### src/rtl/uart_byte_receiver.sv
// 8N1 UART receiver: 2-flop input synchronizer, mid-bit sampling FSM and a small
// receive FIFO presented to the consumer through a valid/ready handshake.
module uart_byte_receiver #(
    parameter int SYS_CLK    = 100000000,
    parameter int RATE       = 115200,
    parameter int FIFO_DEPTH = 4
) (
    input  logic       clk,
    input  logic       reset,
    input  logic       din,
    output logic [7:0] dout,
    output logic       valid,
    input  logic       ready,
    output logic       frame_error,
    output logic       overrun,
    output logic       busy
);

    localparam int DIV = SYS_CLK / RATE;
    localparam int CW  = $clog2(DIV);
    localparam int AW  = $clog2(FIFO_DEPTH);
    localparam logic [CW-1:0] HALF_LOAD = CW'(DIV / 2 - 1);
    localparam logic [CW-1:0] FULL_LOAD = CW'(DIV - 1);

    typedef enum logic [2:0] {IDLE, START, DATA, STOP, BREAK} state_t;

    state_t        state, state_next;
    logic [CW-1:0] baud_cnt, baud_cnt_next;
    logic [2:0]    bit_idx, bit_idx_next;
    logic [7:0]    shift_reg, shift_next;
    logic [1:0]    sync_q;
    logic          rx;
    logic          push;
    logic          frame_err_next;

    logic [7:0]    mem [FIFO_DEPTH];
    logic [AW:0]   wr_ptr, rd_ptr;
    logic          empty, full, pop, drop, write_en;

    assign rx = sync_q[1];

    // Synchronizer flops reset to the idle (high) line level so reset never fakes a start bit
    always_ff @(posedge clk or negedge reset) begin
        if (!reset) begin
            sync_q    <= 2'b11;
            state     <= IDLE;
            baud_cnt  <= '0;
            bit_idx   <= '0;
            shift_reg <= '0;
        end else begin
            sync_q    <= {sync_q[0], din};
            state     <= state_next;
            baud_cnt  <= baud_cnt_next;
            bit_idx   <= bit_idx_next;
            shift_reg <= shift_next;
        end
    end

    always_comb begin
        state_next     = state;
        baud_cnt_next  = baud_cnt;
        bit_idx_next   = bit_idx;
        shift_next     = shift_reg;
        push           = 1'b0;
        frame_err_next = 1'b0;
        case (state)
            IDLE: begin
                if (!rx) begin
                    state_next    = START;
                    baud_cnt_next = HALF_LOAD;
                end
            end
            START: begin
                if (baud_cnt != '0) begin
                    baud_cnt_next = baud_cnt - CW'(1);
                end else if (rx) begin
                    state_next = IDLE;
                end else begin
                    state_next    = DATA;
                    baud_cnt_next = FULL_LOAD;
                    bit_idx_next  = '0;
                end
            end
            DATA: begin
                if (baud_cnt != '0) begin
                    baud_cnt_next = baud_cnt - CW'(1);
                end else begin
                    shift_next    = {rx, shift_reg[7:1]};
                    baud_cnt_next = FULL_LOAD;
                    if (bit_idx == 3'd7) begin
                        state_next = STOP;
                    end else begin
                        bit_idx_next = bit_idx + 3'd1;
                    end
                end
            end
            STOP: begin
                if (baud_cnt != '0) begin
                    baud_cnt_next = baud_cnt - CW'(1);
                end else if (rx) begin
                    push       = 1'b1;
                    state_next = IDLE;
                end else begin
                    frame_err_next = 1'b1;
                    state_next     = BREAK;
                end
            end
            BREAK: begin
                if (rx) begin
                    state_next = IDLE;
                end
            end
            default: state_next = IDLE;
        endcase
    end

    // A pop in the same cycle frees the slot, so a push into a full FIFO is only dropped without one
    assign empty    = (wr_ptr == rd_ptr);
    assign full     = (wr_ptr[AW] != rd_ptr[AW]) && (wr_ptr[AW-1:0] == rd_ptr[AW-1:0]);
    assign pop      = valid && ready;
    assign drop     = push && full && !pop;
    assign write_en = push && !drop;

    always_ff @(posedge clk or negedge reset) begin
        if (!reset) begin
            for (int i = 0; i < FIFO_DEPTH; i++) begin
                mem[i] <= '0;
            end
            wr_ptr      <= '0;
            rd_ptr      <= '0;
            frame_error <= 1'b0;
            overrun     <= 1'b0;
        end else begin
            if (write_en) begin
                mem[wr_ptr[AW-1:0]] <= shift_reg;
                wr_ptr              <= wr_ptr + (AW+1)'(1);
            end
            if (pop) begin
                rd_ptr <= rd_ptr + (AW+1)'(1);
            end
            frame_error <= frame_err_next;
            overrun     <= drop;
        end
    end

    assign dout  = mem[rd_ptr[AW-1:0]];
    assign valid = !empty;
    assign busy  = (state != IDLE);

endmodule

### config.mk
export PLATFORM = sky130hd
export DESIGN_NAME = uart_byte_receiver
export DESIGN_NICKNAME = d
export VERILOG_FILES = /design/src/rtl/uart_byte_receiver.sv
export SDC_FILE = /design/constraint.sdc
export NUM_CORES = 1
export LEC_CHECK = 0
export BUFFER_PORTS_ARGS = -buffer_cell sky130_fd_sc_hd__buf_2
export CORE_MARGIN = 10
export CORE_UTILIZATION = 35
export DETAILED_ROUTE_END_ITERATION = 16
export SLEW_MARGIN = 20
export SYNTH_ARGS = -nofsm -noshare
export SYNTH_HDL_FRONTEND = slang
export SYNTH_SLANG_ARGS = --single-unit
### constraint.sdc
create_clock -name clk -period 6.9 [get_ports clk]
set_input_delay 1.035 -clock clk [delete_from_list [all_inputs] [get_ports clk]]
set_output_delay 1.035 -clock clk [all_outputs]
set_load 0.02 [all_outputs]
# After elaboration in Yosys (flattened, before gate mapping)
# Index checks and enable logic that the tools add are counted.
[op_classes]
addsub = 4
order_cmp = 3
n_eq_ne = 18
mux = 32
bitwise = 3
n_reduce_logical = 18
[op_table]
columns = ["cell", "count"]
rows = [
  ["$mux 10", 5],
  ["$pmux 10 s4", 1],
  ["$mux 3", 11],
  ["$bwmux 32", 1],
  ["$mux 8", 3],
  ["$ne 2x2->1 const B", 9],
  ["$bmux 8 s2", 1],
  ["$demux 8 s2", 1],
  ["$pmux 3 s5", 1],
  ["$reduce_bool 10->1", 1],
  ["$sub 10x1->10 const B", 1],
  ["$add 3x1->3 const B", 3],
  ["$eq 3x2->1 const B", 2],
  ["$eq 3x3->1 const B", 2],
  ["$ge 3x3->1 const B", 2],
  ["$logic_and 1x1->1", 6],
  ["$mux 1", 6],
  ["$not 2->3", 2],
  ["$pmux 3 s2", 1],
  ["$reduce_and 6->1", 1],
  ["$reduce_and 5->1", 1],
  ["$reduce_and 4->1", 1],
  ["$reduce_bool 4->1", 1],
  ["$eq 3x1->1 const B", 1],
  ["other kinds (12)", 14],
]
[word_totals]
ff_bits = 66
inputBits = 4
wordCells = 91

# Logic depth before layout (Yosys ltp)
# Gate-level depths: netlist of the first run.
[logic_depth]
depth_word = 7
ltp_mapped = 7
depth_no_buf = 6

# Worst setup path after synthesis of the first run
# OpenSTA, ideal clock, no wires.
[synth_path]
path_type = "register to register"
from = "register baud_cnt[0]"
to = "register mem[0] (netlist bit)"
t_arrival_ns = 2.169
t_required_ns = 6.775
setup_slack_ns = 4.606
stages_incl_launch_ff = 8
path_buffers = 1
path_cell_list = "dfrtp_1 > inv_1 > ha_1 > or3b_1 > clkbuf_2 > nor4_4 > nand3_4 > mux2_2"
[synth_via]
elab_chain_len = 7
[synth_lines]
columns = ["element", "line_no", "source"]
rows = [
  ["from (decl)", "28", "logic [CW-1:0] baud_cnt, baud_cnt_next;"],
  ["from (signal assigned)", "53", "baud_cnt <= baud_cnt_next;"],
  ["$reduce_bool 10->1 (*)", "98", "if (baud_cnt != '0) begin"],
  ["$mux 1 (*)", "98", ""],
  ["$mux 1 (*)", "66", "case (state)"],
  ["$logic_and 1x1->1 (2 in series)", "121", "assign drop = push && full && !pop;"],
  ["$logic_not 1->1", "122", "assign write_en = push && !drop;"],
  ["$logic_and 1x1->1 (*)", "122", ""],
  ["to (signal, indexed assignment)", "135", "mem[wr_ptr[AW-1:0]] <= shift_reg;"],
  ["to (decl)", "36", "logic [7:0] mem [FIFO_DEPTH];"],
]
# Every way passes the cells marked *; elsewhere a longest branch is shown, timed or not.
# A chain may end at the register's enable or synchronous reset.

# Final worst setup path of the first run
[layout_path]
from = "register rd_ptr[0]"
to = "output port dout[2]"
[layout_via]
elab_chain_len = 4
[layout_lines]
columns = ["element", "line_no", "source"]
rows = [
  ["from (decl)", "37", "logic [AW:0] wr_ptr, rd_ptr;"],
  ["from (signal assigned)", "139", "rd_ptr <= rd_ptr + (AW+1)'(1);"],
  ["$not 2->3 (not written as such)", "146", "assign dout = mem[rd_ptr[AW-1:0]];"],
  ["$bmux 8 s2", "146", ""],
  ["$mux 8 (not written as such) (2 in series)", "146", ""],
  ["to (decl)", "11", "output logic [7:0] dout,"],
]
# Every way passes these cells. The select of a mux whose other input is x is not followed.

==> run_results.csv, run 1 <==
group,metric,value,unit
outcome,status,"finished clean",
timing,finalClockSkew,0.01031,ns
clock_tree,cts_resized,0,
global_routing,antenna_found_initial,0,
synthesis,yosys_warnings,0,
drt,routed_wl,6.148,mm
worst_setup_path,r2r_slack,4.33,ns
drt,routedWlPerCell,16.48,µm
clock_tree,cts_tree,"built",
layout,multi_input_area,1478,µm²
power_and_ir_drop,p_int,0.5589,mW
timing,clock.fmax,342.8,MHz
clock_tree,max-clock-path-buffers,2,
floorplan,start_util,0.3646,
power_and_ir_drop,p_leak,1.658,nW
worst_setup_path,cp.required,5.86,ns
global_routing,grt_overflow_total,0,
synthesis,ys_types,50,
power_and_ir_drop,combPwrFrac,0.014,
synthesis,yosys_most_used_dff,"dfrtp_1",
power_and_ir_drop,seq_power_share,0.535,
timing,min_period,2.917,ns
power_and_ir_drop,pwr-share-clk,0.451,
layout,layout_commonest_cell,"dfrtp_1",
global_routing,first_global_vias,2160,
timing,finalWorstSetupSlack,3.983,ns
global_routing,grt_pass1_wl,10.72,mm
worst_setup_path,worstPathArrival,1.88,ns
layout,largest_register_ffs,32,
global_routing,grt.total_usage,0.09933,
timing,tightestPinTransition,0.8150,ns
layout,final_area,3582,µm²
placed_design,place_hpwl,4.112,mm
worst_setup_path,crit_type,"flop to output port",
synthesis,synthCells,243,
clock_tree,postCtsHoldBufs,0,
layout,nets,272,
layout,area_growth,11.57,%
timing,grt_setup_unrepaired,"no",
floorplan,pin_count,16,
synthesis,synth_seq_area_share,0.5152,
drt,drc,0,
floorplan,die_h,115.8,µm
floorplan,rows,34,
layout,layout-drive-gt1-share,0.3509,
worst_setup_path,reg2reg_from,"baud_cnt[0]",
drt,drtPass1Iterations,4,
worst_setup_path,regToRegEndpoint,"mem[2]",
synthesis,syn_area_per_cell,13.21,µm²
placed_design,io_buffers,15,
power_and_ir_drop,powerDensity,202.8,nW/µm²
placed_design,place_ws,4.295,ns
placed_design,place_congestion,0.8428,
clock_tree,cts_buffers,9,
worst_setup_path,startpoint_type,"flop",
global_routing,grt_max_degree,67,
clock_tree,cts_setup_buffers,0,
clock_tree,clk_pin_slew,0.07,ns
timing,slew_violations,0,
synthesis,synth_area,3211,µm²
drt,drt-initial-drc-count,113,
hold_path,hold-path-cell-count,0,
clock_tree,root_buffer,"clkbuf_8",
placed_design,postPlaceCellArea,3379,µm²
layout,diodes,0,
timing,hold_viol,0,
layout,final_cell_mix,"dfrtp_1, mux2_2, buf_2, nor2_1, clkbuf_8",
layout,n_fill_cell,832,
drt,routed_via_density,5.493,
worst_setup_path,cp_max_fo,11,
timing,max_slew_margin,0.4567,
synthesis,synth_edf_count,0,
flow_run,maxCapViolations,0,
floorplan,die-area,13400,µm²
timing,post-route-period-util,0.4228,
drt,vias,2049,
hold_path,worstHoldStart,"sync_q[0]",
timing,setup_viol,0,
worst_setup_path,endpoint_kind,"output port",
hold_path,hold_path_class,"flop to flop",
hold_path,whs_endpoint,"sync_q[1]",
power_and_ir_drop,p_sw_frac,0.2305,
synthesis,async_flop_share,1.000,
floorplan,die_w,115.8,µm
layout,final_util,0.4068,
floorplan,core,8806,µm²
synthesis,synth-seq-cells,66,
layout,seqCellArea,1654,µm²
clock_tree,h-tree-depth,3,
clock_tree,clock_sinks,66,
clock_tree,worstSkewPairLatency,0.34,ns
worst_setup_path,reg2regPathDepth,6,
power_and_ir_drop,peakVddDrop,0.08250,mV
timing,setup_tns,0,ns
power_and_ir_drop,power_switching,0.1674,mW
synthesis,syn_nets,255,
drt,drtAntennaViolNets,0,
[cells in the mapped netlist, types with 2 or more instances]
cell type / n / area, µm²
a22o_1: 2 / 17.52
a21oi_1: 7 / 35.03
dfrtp_1: 64 / 1602
a31oi_1: 4 / 25.02
mux4_2: 8 / 180.2
ha_1: 8 / 100.1
nand2_1: 7 / 26.28
nand3b_1: 3 / 22.52
a211oi_1: 2 / 15.01
a2bb2oi_1: 2 / 17.52
o21ai_0: 5 / 25.02
nand3_1: 4 / 20.02
o22ai_1: 2 / 12.51
nor3_1: 4 / 20.02
nor2_1: 10 / 37.54
a21o_1: 2 / 15.01
nand3_4: 4 / 70.07
nand4_1: 2 / 12.51
dfstp_2: 2 / 52.55
nor4_1: 4 / 25.02
o31ai_1: 2 / 15.01
xnor2_1: 7 / 61.31
o31a_1: 2 / 17.52
nand4b_1: 4 / 35.03
clkbuf_1: 6 / 22.52
buf_2: 2 / 10.01
mux2_2: 42 / 473.0
inv_1: 8 / 30.03
or3_1: 2 / 12.51
or4_1: 2 / 15.01
[power groups by stage]
stage / sequential, mW / combinational [mW] / clock, mW
after CTS: 0.388 / 0.0109 / 0.339
after global routing: 0.388 / 0.0122 / 0.355
final: 0.388 / 0.0102 / 0.328
after detailed placement: 0.396 / 0.0109 / 0
after floorplan: 0.396 / 0.00138 / 0
after global placement: 0.396 / 0.0109 / 0
[worst max path at each step]
| stage | end | cells past startpoint | start |
|---|---|---|---|
| after floorplan | mem[0] | 7 | baud_cnt[0] |
| after global placement | mem[5] | 4 | ready |
| after detailed placement | dout[2] | 2 | rd_ptr[0] |
| after CTS | dout[2] | 2 | rd_ptr[0] |
| after global routing | dout[1] | 2 | rd_ptr[0] |
| final | dout[2] | 2 | rd_ptr[0] |
[cell families (layout without fill, tap and decap cells)]
logic type	after synthesis	count (layout)	share of synthesized area
XOR/XNOR	8	8	0.02182
AO/OA/AOI/OAI	39	39	0.08612
buffers and inverters	18	40	0.02455
flip-flops	66	66	0.5152
multiplexers	51	51	0.2065
AND/OR/NAND/NOR	53	53	0.1146
adder cells (fa/ha/maj)	8	8	0.03118
[per-layer routing]
metal  global-route usage  share of wire
met2               0.1524           0.47
met1               0.1270           0.47
met5                    0              0
met3              0.03876          0.056
met4              0.02919          0.012
[final cells by class]
class / instances / share of cell area
clock inverters: 7 / 0.02200
multi-input cells: 159 / 0.4125
inverters: 8 / 0.008383
flip-flops and latches: 66 / 0.4618
clock buffers: 9 / 0.03458
repair buffers: 16 / 0.02305
well taps: 108 / 0.03772
[metrics by stage]
step	instances	power (mW)	hold WS, ns
detailed placement	357	0.4068	0.3469
CTS	373	0.7378	0.3586
floorplan	243	0.3971	0.3452
finish	373	0.7263	0.3568
global placement	357	0.4067	0.3458
global route	373	0.7559	0.3594
[worst max-delay path, cell delays in order (launching register included)]
cell     delay (ns)
dfrtp_1        0.77
mux4_2         0.59
buf_2          0.18
No activity file was read; power rests on OpenSTA's default activity.
==> inputs of run 2 (changes only) <==
Settings changed: ABC_AREA set to 1.
Clock period 6.9 ns to 2.8 ns, I/O delays scaled along.
==> run_results.csv, run 2 <==
group,metric,value,unit
outcome,status,"finished clean",
synthesis,yosysTopAreaCellShare,0.4567,
synthesis,synthCells,439,
timing,slew_violations,0,
synthesis,yosys_most_used_dff,"dfrtp_1",
timing,grt_setup_unrepaired,"no",
clock_tree,max-clock-path-buffers,2,
global_routing,grt_pass1_wl,14.38,mm
floorplan,rows,36,
synthesis,synth_area,3507,µm²
worst_setup_path,path_cells,"inv_1, o21ai_0, o22ai_1, buf_2",
clock_tree,clock_sinks,66,
synthesis,ys_types,31,
synthesis,synth_top_family_by_area,"simple AND/OR/NAND/NOR gates",
floorplan,die_w,120.1,µm
timing,post-route-period-util,0.7861,
synthesis,syn_nets,451,
hold_path,hold_path_class,"primary input to async pin",
clock_tree,worstSkewPairLatency,0.35,ns
floorplan,pin_count,16,
layout,nets,463,
drt,drc,0,
clock_tree,clk_pin_slew,0.08,ns
global_routing,antenna_found_initial,0,
timing,setup_viol,0,
worst_setup_path,critPathBufInv,2,
layout,final_util,0.3936,
clock_tree,cts_tree,"built",
drt,routed_via_density,4.947,
placed_design,io_buffers,15,
clock_tree,root_buffer,"clkbuf_8",
power_and_ir_drop,peakVddDrop,0.2927,mV
layout,layout-drive-gt1-share,0.1184,
synthesis,synthMuxAreaShare,0,
timing,setup_tns,0,ns
worst_setup_path,crit_path_max_incr_delay,0.46,ns
worst_setup_path,path_delay_family,"buffers and inverters",
synthesis,synth_simple_gate_area_frac,0.3321,
synthesis,yosys_warnings,0,
worst_setup_path,crit_type,"flop to output port",
synthesis,synth_edf_count,0,
power_and_ir_drop,powerDensity,656.0,nW/µm²
layout,final_cell_mix,"nand2_1, dfrtp_1, nor2_1, nand4_1, o21ai_0",
global_routing,grt.total_usage,0.1207,
worst_setup_path,startpoint_type,"flop",
synthesis,synth_xor_area_frac,0.01748,
layout,final_cells,589,
timing,hold_viol,0,
drt,drt-initial-drc-count,222,
flow_run,maxCapViolations,0,
worst_setup_path,cp_max_fo,17,
drt,vias,2914,
global_routing,grt_max_degree,42,
synthesis,synth_seq_area_share,0.4716,
timing,clock.fmax,454.3,MHz
floorplan,die-area,14420,µm²
drt,routed_wl,8.036,mm
clock_tree,cts_setup_buffers,0,
power_and_ir_drop,p_leak,2.006,nW
synthesis,synth.area.top_cells,"dfrtp_1, nand2_1, nand4_1, o21ai_0, nor2_1",
global_routing,first_global_vias,2900,
placed_design,dpl.cell_count,573,
global_routing,grt_overflow_total,0,
clock_tree,h-tree-depth,3,
synthesis,synth_most_common_cell,"nand2_1",
synthesis,yosysTopAreaCell,"dfrtp_1",
layout,layout_commonest_cell,"nand2_1",
synthesis,synth-adder-area-share,0.02854,
layout,largest_register_ffs,32,
placed_design,postPlaceCellArea,3628,µm²
clock_tree,cts_resized,0,
synthesis,async_flop_share,1.000,
timing,max_slew_margin,0.5082,
placed_design,place_congestion,0.8330,
timing,finalClockSkew,0.01364,ns
floorplan,core,9774,µm²
layout,diodes,0,
floorplan,start_util,0.3588,
layout,final_area,3847,µm²
worst_setup_path,worstPathArrival,1.78,ns
drt,routedWlPerCell,13.64,µm
worst_setup_path,cp.required,2.38,ns
drt,drtPass1Iterations,5,
worst_setup_path,endpoint_kind,"output port",
clock_tree,postCtsHoldBufs,0,
drt,drtAntennaViolNets,0,
timing,tightestPinTransition,0.7350,ns
synthesis,syn_area_per_cell,7.989,µm²
synthesis,synth-seq-cells,66,
floorplan,die_h,120.1,µm
clock_tree,cts_buffers,9,
worst_setup_path,cp_slowest_cell,"dfrtp_1",
timing,min_period,2.201,ns
synthesis,synthTopCellsByCount,"nand2_1, dfrtp_1, nor2_1",
placed_design,place_hpwl,5.601,mm
layout,area_growth,9.704,%
synthesis,synth_compound_area_frac,0.07064,
==> run 2: routing by layer <==
metal  vias to the layer above  part of all wire  track usage
met4                         0            0.0080      0.02564
met1                      1382              0.47       0.1585
li1                       1473                 -            -
met5                         -                 0            0
met2                        53              0.48       0.1898
met3                         6             0.048      0.03891
==> run 2: cell type report <==
class | instances | area (µm²)
clock buffer | 10 | 127.6
timing repair buffer | 20 | 125.1
multi-input combinational | 325 | 1574
tap | 133 | 166.4
sequential | 66 | 1654
inverter | 29 | 108.9
clock inverter | 6 | 91.34
fill | 1003 | 5927
==> run 2: path summary, 6_finish.rpt <==
kind,from,end,slack (ns),cells past startpoint
setup / recovery,rd_ptr[0],dout[2],0.60,4
hold / removal,reset,rd_ptr[1],0.09,1
setup reg to reg,baud_cnt[0],shift_reg[7],0.61,8
hold reg to reg,sync_q[0],sync_q[1],0.36,0
max in group asynchronous,reset,mem[23],2.07,2
min in group clk,din,sync_q[0],0.17,1
==> run 2: cell families after synthesis <==
logic type,after synthesis
AND/OR/NAND/NOR,263
buffers and inverters,48
adder cells (fa/ha/maj),8
AO/OA/AOI/OAI,47
flip-flops,66
XOR/XNOR,7
==> run 2: power by group <==
part	total [mW]	switching [mW]	internal, mW
clock network	0.885	0.380	0.505
registers	1.01	0.0356	0.978
logic	0.626	0.416	0.210
==> run 2: metrics by stage <==
stage	power (mW)	hold WS, ns	setup slack (ns)
floorplan	1.470	0.1244	0.9911
global placement	1.655	0.3461	0.7063
detailed placement	1.669	0.3476	0.6193
CTS	2.567	0.1043	0.5596
global route	2.688	0.1192	0.3567
finish	2.524	0.08650	0.5989
